===== src/rtl/irq_pend_arb.sv =====
// Interrupt pending/priority stage: latches edge- or level-type requests, picks the
// lowest pending index and runs a req/ack/EOI handshake with the CPU (no nesting).
module irq_pend_arb #(
    parameter int          CIrqCnt   = 16,
    parameter logic [15:0] CEdgeMask = 16'hFFFF
) (
    input  logic               AClkH,
    input  logic               AResetH,
    input  logic               AClkHEn,
    input  logic [CIrqCnt-1:0] AIrqI,
    input  logic               AIrqAck,
    input  logic               AIrqEoi,
    output logic               AIrqReq,
    output logic [3:0]         AIrqVec,
    output logic [CIrqCnt-1:0] AIrqPend,
    output logic               AIrqBusy,
    output logic [7:0]         ATest
);

    localparam logic [1:0] SIdle = 2'd0;
    localparam logic [1:0] SReq  = 2'd1;
    localparam logic [1:0] SServ = 2'd2;

    localparam logic [CIrqCnt-1:0] CEdgeLines = CEdgeMask[CIrqCnt-1:0];

    logic [CIrqCnt-1:0] FIrqPrev;
    logic [CIrqCnt-1:0] FPend;
    logic [1:0]         FState;
    logic [3:0]         FVec;

    logic [1:0]         stateNxt;
    logic [3:0]         vecNxt;
    logic [3:0]         winVec;
    logic               ackTake;
    logic [CIrqCnt-1:0] ackClr;
    logic [CIrqCnt-1:0] pendNxt;

    always_ff @(posedge AClkH or posedge AResetH) begin
        if (AResetH) begin
            FIrqPrev <= '0;
            FPend    <= '0;
            FState   <= SIdle;
            FVec     <= '0;
        end else if (AClkHEn) begin
            FIrqPrev <= AIrqI;
            FPend    <= pendNxt;
            FState   <= stateNxt;
            FVec     <= vecNxt;
        end
    end

    // Fixed priority: scanning downward lets the lowest set index win.
    always_comb begin
        winVec = '0;
        for (int i = CIrqCnt - 1; i >= 0; i--) begin
            if (FPend[i]) winVec = 4'(i);
        end
    end

    always_comb begin
        stateNxt = FState;
        vecNxt   = FVec;
        ackTake  = 1'b0;
        case (FState)
            SIdle: begin
                if (|FPend) begin
                    vecNxt   = winVec;
                    stateNxt = SReq;
                end
            end
            SReq: begin
                if (AIrqAck) begin
                    ackTake  = 1'b1;
                    stateNxt = SServ;
                end
            end
            SServ: begin
                if (AIrqEoi) stateNxt = SIdle;
            end
            default: stateNxt = SIdle;
        endcase
    end

    // A new edge in the ack cycle is OR-ed in after the clear, so set wins.
    always_comb begin
        ackClr = '0;
        for (int i = 0; i < CIrqCnt; i++) begin
            ackClr[i] = ackTake && (FVec == 4'(i));
        end
        pendNxt = ((FPend & ~ackClr) & CEdgeLines)
                | (AIrqI & ~FIrqPrev & CEdgeLines)
                | (AIrqI & ~CEdgeLines);
    end

    always_comb begin
        AIrqReq  = (FState == SReq);
        AIrqBusy = (FState == SServ);
        AIrqVec  = FVec;
        AIrqPend = FPend;
        ATest    = {FState, 2'b00, FVec};
    end

endmodule


===== config.mk =====
export PLATFORM = sky130hd
export DESIGN_NAME = irq_pend_arb
export DESIGN_NICKNAME = d
export VERILOG_FILES = /design/src/rtl/irq_pend_arb.sv
export SDC_FILE = /design/constraint.sdc
export NUM_CORES = 1
export LEC_CHECK = 0
export CELL_PAD_IN_SITES_DETAIL_PLACEMENT = 0
export CELL_PAD_IN_SITES_GLOBAL_PLACEMENT = 1
export CORE_AREA = 2 2 89 91
export DETAILED_ROUTE_END_ITERATION = 8
export DIE_AREA = 0 0 91 93
export PLACE_DENSITY_LB_ADDON = 0.12
export SLEW_MARGIN = 15
export SYNTH_ARGS = -nofsm -noshare
export SYNTH_HDL_FRONTEND = slang
export SYNTH_SLANG_ARGS = --single-unit

===== constraint.sdc =====
create_clock -name AClkH -period 4 [get_ports AClkH]
set_clock_uncertainty 0.05 [all_clocks]
set_input_delay 0.8 -clock AClkH [delete_from_list [all_inputs] [get_ports AClkH]]
set_output_delay 0.8 -clock AClkH [all_outputs]
set_load 0.05 [all_outputs]

==> impl_metrics.py, run 1 <==
metrics = {
    "outcome": {
        "status": "completed",
    },
    "global_route": {
        "grt_max_degree": 44,
        "grt_antenna_before_repair": 0,
        "grt_usage": 0.123,
        "grt_pass1_vias": 1606,
        "gr-total-overflow": 0,
        "grt_first_pass_wirelength_mm": 8.17,
    },
    "yosys": {
        "syn_inst": 191,
        "synth_xor_area_frac": 0,
        "synth_seq_area_share": 0.521,
        "ys_ff_latch": 38,
        "synth-edff-count": 0,
        "synth_area_um2": 1820,
        "yosysUniqueCellTypes": 37,
        "avgSynthCellArea_um2": 9.55,
        "synth-compound-area-share": 0.174,
        "yosysWarnings": 0,
        "muxShareOfSynthArea": 0.0309,
        "synth_flop_cell": "dfrtp_1",
        "synthSimpleGateAreaFrac": 0.195,
        "synth-async-reset-ratio": 1.00,
        "synth_top_family_by_area": "simple AND/OR/NAND/NOR gates",
        "synthAdderAreaFrac": 0,
    },
    "run": {
        "cap_violations": 0,
    },
    "placement": {
        "placedCellCount": 331,
        "hpwlAfterDp_mm": 3.55,
        "place_ws_ps": 1520,
        "gp_congestion": 0.731,
        "io_buffers": 48,
    },
    "critical_path": {
        "crit_family": "buffers and inverters",
        "cp-end-kind": "output pin",
        "cp-start-kind": "flop",
        "r2r-end": "AIrqVec[0]$_DFFE_PP0P_",
        "r2r_cells": 4,
        "slowest_delay_ps": 900,
        "path_buf_inv": 1,
        "ff2ff_setup_slack_ps": 2120,
        "r2r-start": "AIrqPend[7]$_DFFE_PP0P_",
        "path_class": "reg2out",
        "cp_slowest_cell": "clkdlybuf4s50_1",
        "path_max_fanout": 13,
        "path_cells": "clkdlybuf4s50_1",
        "required_ps": 3150,
        "arrival_ps": 1820,
    },
    "floorplanning": {
        "die_area_um2": 8460,
        "initial_utilization": 0.242,
        "core-area_um2": 7530,
        "fp.dieH_um": 93,
        "rows": 32,
        "fp.dieW_um": 91,
        "pin_count": 51,
    },
    "sta": {
        "tightest_slew_ps": 756,
        "grt_setup_unrepaired": "false",
        "maxSlewHeadroom": 0.495,
        "period_needed_ps": 2670,
        "period_share": 0.669,
        "fmax_ghz": 0.374,
        "timing.setup.tns_ps": 0,
        "layout_setup_ws_ps": 1330,
        "slew_viol_final": 0,
        "hold_violations": 0,
        "setup_viol": 0,
    },
    "min_path": {
        "min_delay_worst_endpoint": "AIrqPend[9]$_DFFE_PP0P_",
        "hp-start": "FIrqPrev[9]$_DFFE_PP0P_",
        "hold_path_class": "reg2reg",
        "hold_depth": 1,
    },
    "clock_network": {
        "holdBufCountCts": 0,
        "cts_buffer_depth": 2,
        "cts_root_buffer": "clkbuf_8",
        "cts_resized": 0,
        "clk_latency_ps": 290,
        "path_clk_slew_ps": 70,
        "clock_sink_count": 38,
        "cts_tree": "built",
        "cts-buffers-inserted": 5,
        "h-tree-depth": 2,
        "postCtsSetupBuffers": 0,
    },
    "power_and_ir_drop": {
        "ir_worst_vdd_mv": 0.230,
        "p_total_w": 0.00140,
        "powerDensity_nw_per_um2": 569,
        "power.leakage_nw": 0.966,
    },
    "routing": {
        "wire_per_inst_um": 14.3,
        "wl_met3_um": 229,
        "drtAntennaViolNets": 0,
        "top_layer": "met4",
        "vias_per_cell": 4.50,
        "wl_met1_mm": 2.33,
        "dr.pass1.iters": 4,
        "wl_mm": 4.83,
        "via_count": 1515,
        "drc": 0,
        "drt_iter0_drc": 50,
        "wl_met2_mm": 2.22,
    },
    "layout": {
        "area_growth_pct": 34.8,
        "fin_nets": 257,
        "diodes": 0,
        "drive_above_1_share": 0.0809,
        "final.fill_count": 831,
        "fin_cells": 337,
    },
}
## state kept, by name (all words and copies together), names as in the netlist
name,count
AIrqPend,16
AIrqVec,4
FIrqPrev,16
FState,2
## report_power, final
| part | total, W | internal (W) | switching (W) | leakage, nW |
|---|---|---|---|---|
| clock | 0.000263 | 0.000133 | 0.000130 | 0.0431 |
| sequential | 0.000554 | 0.000445 | 0.000109 | 0.412 |
| combinational | 0.000582 | 0.000207 | 0.000375 | 0.511 |
## layout make-up
| class | count | area, um2 | area share |
|---|---|---|---|
| clock buffer | 6 | 82.6 | 0.0336 |
| inverter | 18 | 67.6 | 0.0275 |
| multi-input combinational | 123 | 736 | 0.299 |
| sequential | 38 | 951 | 0.387 |
| tap | 102 | 128 | 0.0519 |
| timing repair buffer | 50 | 495 | 0.201 |
## metrics by stage
stage                util  cell area [um2]  hold WS, ps
finish              0.327             2460          391
global route        0.327             2460          396
CTS                 0.327             2460          391
detailed placement  0.316             2380          378
global placement    0.316             2380          379
floorplan               -             1830          366
## Yosys cell counts (3+ instances only)
| library cell | n | area [um2] |
|---|---|---|
| nor4_1 | 4 | 25.0 |
| nand3b_1 | 4 | 30.0 |
| nand2_1 | 32 | 120 |
| buf_4 | 6 | 45.0 |
| a21oi_1 | 5 | 25.0 |
| a32o_1 | 4 | 40.0 |
| dfrtp_1 | 38 | 951 |
| clkbuf_1 | 5 | 18.8 |
| o21ai_0 | 24 | 120 |
| nor3_1 | 4 | 20.0 |
| o2bb2ai_1 | 4 | 35.0 |
| mux2_2 | 5 | 56.3 |
| o31ai_1 | 3 | 22.5 |
| nor2_1 | 7 | 26.3 |
| inv_1 | 18 | 67.6 |
## metal layers
layer	track usage	vias up
li1	-	743
met1	0.161	727
met2	0.205	41
met3	0.0306	4
met4	0.0303	0
met5	0	-
## worst max-delay path by stage
stage	to	depth (start not counted)	start	slack [ps]
CTS	AIrqVec[1]	1	AIrqVec[1]$_DFFE_PP0P_	1290
global placement	AIrqPend[5]$_DFFE_PP0P_	6	AClkHEn	1510
finish	AIrqVec[1]	1	AIrqVec[1]$_DFFE_PP0P_	1330
detailed placement	AIrqPend[5]$_DFFE_PP0P_	6	AClkHEn	1520
global route	AIrqVec[1]	1	AIrqVec[1]$_DFFE_PP0P_	1240
floorplan	AIrqPend[0]$_DFFE_PP0P_	5	FState[0]$_DFFE_PP0P_	1850
## layout by cell type (no fill, tap or decap), types with 3 or more instances in the layout
cell and n:
clkdlybuf4s50_1 48, dfrtp_1 38, nand2_1 32, o21ai_0 24, inv_1 18, nor2_1 7, clkbuf_8 6, mux2_2 5
a21oi_1 5, o2bb2ai_1 4, nor4_1 4, nor3_1 4, nand3b_1 4, a32o_1 4, o31ai_1 3
## logic make-up (layout without fill, tap and decap cells)
family                 after synthesis  count (layout)
DFF                                 38              38
muxes                                5               5
buffers and inverters               31              74
other                                1               2
and+or+nand+nor                     68              68
AOI/OAI and AO/OA                   48              48
Power figures use the tool's default switching activity.
==> run 2: changes to the inputs <==
clock period = 2.7 ns   (was 4 ns; I/O delays follow)
==> impl_metrics.py, run 2 (synthesized netlist as in run 1, its figures left out) <==
metrics = {
    "outcome": {
        "status": "completed",
    },
    "power_and_ir_drop": {
        "ir_worst_vdd_mv": 0.289,
        "powerDensity_nw_per_um2": 834,
        "power.leakage_nw": 0.986,
    },
    "clock_network": {
        "cts_resized": 0,
        "clock_sink_count": 38,
        "clk_latency_ps": 280,
        "h-tree-depth": 2,
        "postCtsSetupBuffers": 0,
        "path_clk_slew_ps": 70,
        "cts_tree": "built",
        "holdBufCountCts": 0,
        "cts_buffer_depth": 2,
        "cts-buffers-inserted": 5,
        "cts_root_buffer": "clkbuf_8",
    },
    "global_route": {
        "grt_usage": 0.122,
        "grt_antenna_before_repair": 0,
        "gr-total-overflow": 0,
        "grt_pass1_vias": 1561,
        "grt_max_degree": 44,
        "grt_first_pass_wirelength_mm": 8.09,
    },
    "sta": {
        "period_needed_ps": 2390,
        "setup_viol": 0,
        "maxSlewHeadroom": 0.638,
        "timing.setup.tns_ps": 0,
        "hold_violations": 0,
        "fmax_ghz": 0.419,
        "period_share": 0.884,
        "slew_viol_final": 0,
        "layout_setup_ws_ps": 313,
        "grt_setup_unrepaired": "false",
        "tightest_slew_ps": 538,
    },
    "critical_path": {
        "cp-end-kind": "output pin",
        "r2r-start": "AIrqPend[7]$_DFFE_PP0P_",
        "crit_path_end": "AIrqReq",
        "r2r-end": "AIrqVec[0]$_DFFE_PP0P_",
        "path_max_fanout": 7,
        "arrival_ps": 1800,
        "path_class": "reg2out",
        "startpoint": "FState[1]$_DFFE_PP0P_",
        "r2r_cells": 4,
        "required_ps": 2110,
        "cp-start-kind": "flop",
        "ff2ff_setup_slack_ps": 800,
    },
    "layout": {
        "final.fill_count": 816,
        "fin_nets": 260,
        "diodes": 0,
        "drive_above_1_share": 0.0924,
        "mostFrequentLayoutCell": "clkdlybuf4s50_1",
        "fin_cells": 340,
        "fin_util": 0.331,
        "area_growth_pct": 36.8,
        "layout_common_cells": "clkdlybuf4s50_1 (48), dfrtp_1 (38), nand2_1 (32)",
    },
    "routing": {
        "dr.pass1.iters": 4,
        "drt_iter0_drc": 54,
        "drc": 0,
        "wl_mm": 4.71,
        "via_count": 1500,
        "vias_per_cell": 4.41,
        "wire_per_inst_um": 13.9,
        "drtAntennaViolNets": 0,
    },
    "floorplanning": {
        "fp.dieW_um": 91,
        "fp.dieH_um": 93,
        "pin_count": 51,
        "initial_utilization": 0.242,
        "die_area_um2": 8460,
        "rows": 32,
        "core-area_um2": 7530,
    },
    "placement": {
        "hpwlAfterDp_mm": 3.46,
        "gp_congestion": 0.729,
        "place_ws_ps": 574,
        "io_buffers": 48,
        "placedCellCount": 334,
    },
    "run": {
        "cap_violations": 0,
    },
    "min_path": {
        "hold_path_class": "reg2reg",
    },
}
run 2: worst min-delay path by stage:
stage | depth (start not counted) | start | end
6_report | 1 | FIrqPrev[8]$_DFFE_PP0P_ | AIrqPend[8]$_DFFE_PP0P_
5_1_grt | 1 | FIrqPrev[11]$_DFFE_PP0P_ | AIrqPend[11]$_DFFE_PP0P_
4_1_cts | 1 | FIrqPrev[11]$_DFFE_PP0P_ | AIrqPend[11]$_DFFE_PP0P_
3_5_place_dp | 1 | FIrqPrev[8]$_DFFE_PP0P_ | AIrqPend[8]$_DFFE_PP0P_
3_3_place_gp | 1 | FIrqPrev[8]$_DFFE_PP0P_ | AIrqPend[8]$_DFFE_PP0P_
2_1_floorplan | 1 | FIrqPrev[10]$_DFFE_PP0P_ | AIrqPend[10]$_DFFE_PP0P_
run 2: stage by stage:
step / power [W] / hold slack, ps / cell area, um2
floorplan: 0.00141 / 366 / 1830
global placement: 0.00172 / 376 / 2410
detailed placement: 0.00172 / 377 / 2410
CTS: 0.00211 / 389 / 2490
global route: 0.00221 / 411 / 2490
finish: 0.00208 / 388 / 2490
run 2: critical path, cell delays in order (launching register included):
cell and delay [ps]:
dfrtp_1 460, and2b_1 250, clkdlybuf4s50_1 800
run 2: cell type report:
class / instances / area, um2 / area share
Multi-Input combinational cell: 123 / 736 / 0.295
Sequential cell: 38 / 951 / 0.381
Clock buffer: 6 / 82.6 / 0.0331
Tap cell: 102 / 128 / 0.0512
Inverter: 18 / 67.6 / 0.0271
Timing Repair Buffer: 53 / 531 / 0.213
run 2: layer usage:
layer | GRT usage | vias up | part of all wire
met2 | 0.198 | 35 | 0.46
met3 | 0.0314 | 5 | 0.045
li1 | - | 749 | -
met1 | 0.162 | 711 | 0.49
met5 | 0 | - | 0
met4 | 0.0341 | 0 | 0.0081
run 2: report_power, final:
group	total [W]	leakage [nW]	internal (W)	switching [W]
clock	0.000385	0.0431	0.000197	0.000188
combinational	0.000906	0.532	0.000322	0.000584
sequential	0.000791	0.412	0.000660	0.000131
==> run 3: changes to the inputs <==
HOLD_SLACK_MARGIN = 0.1   (was not set)
clock period = 2.6 ns   (was 2.7 ns; I/O delays follow)
==> results of run 3 <==
The final DEF is identical to that of run 2. Status: completed.
Main changes from that run: setup slack after placement 574 ps -> 494 ps; setup slack after layout 313 ps -> 233 ps; register-to-register setup slack 800 ps -> 700 ps; total power 0.00208 W -> 0.00216 W; worst IR drop on VDD 0.289 mV -> 0.300 mV
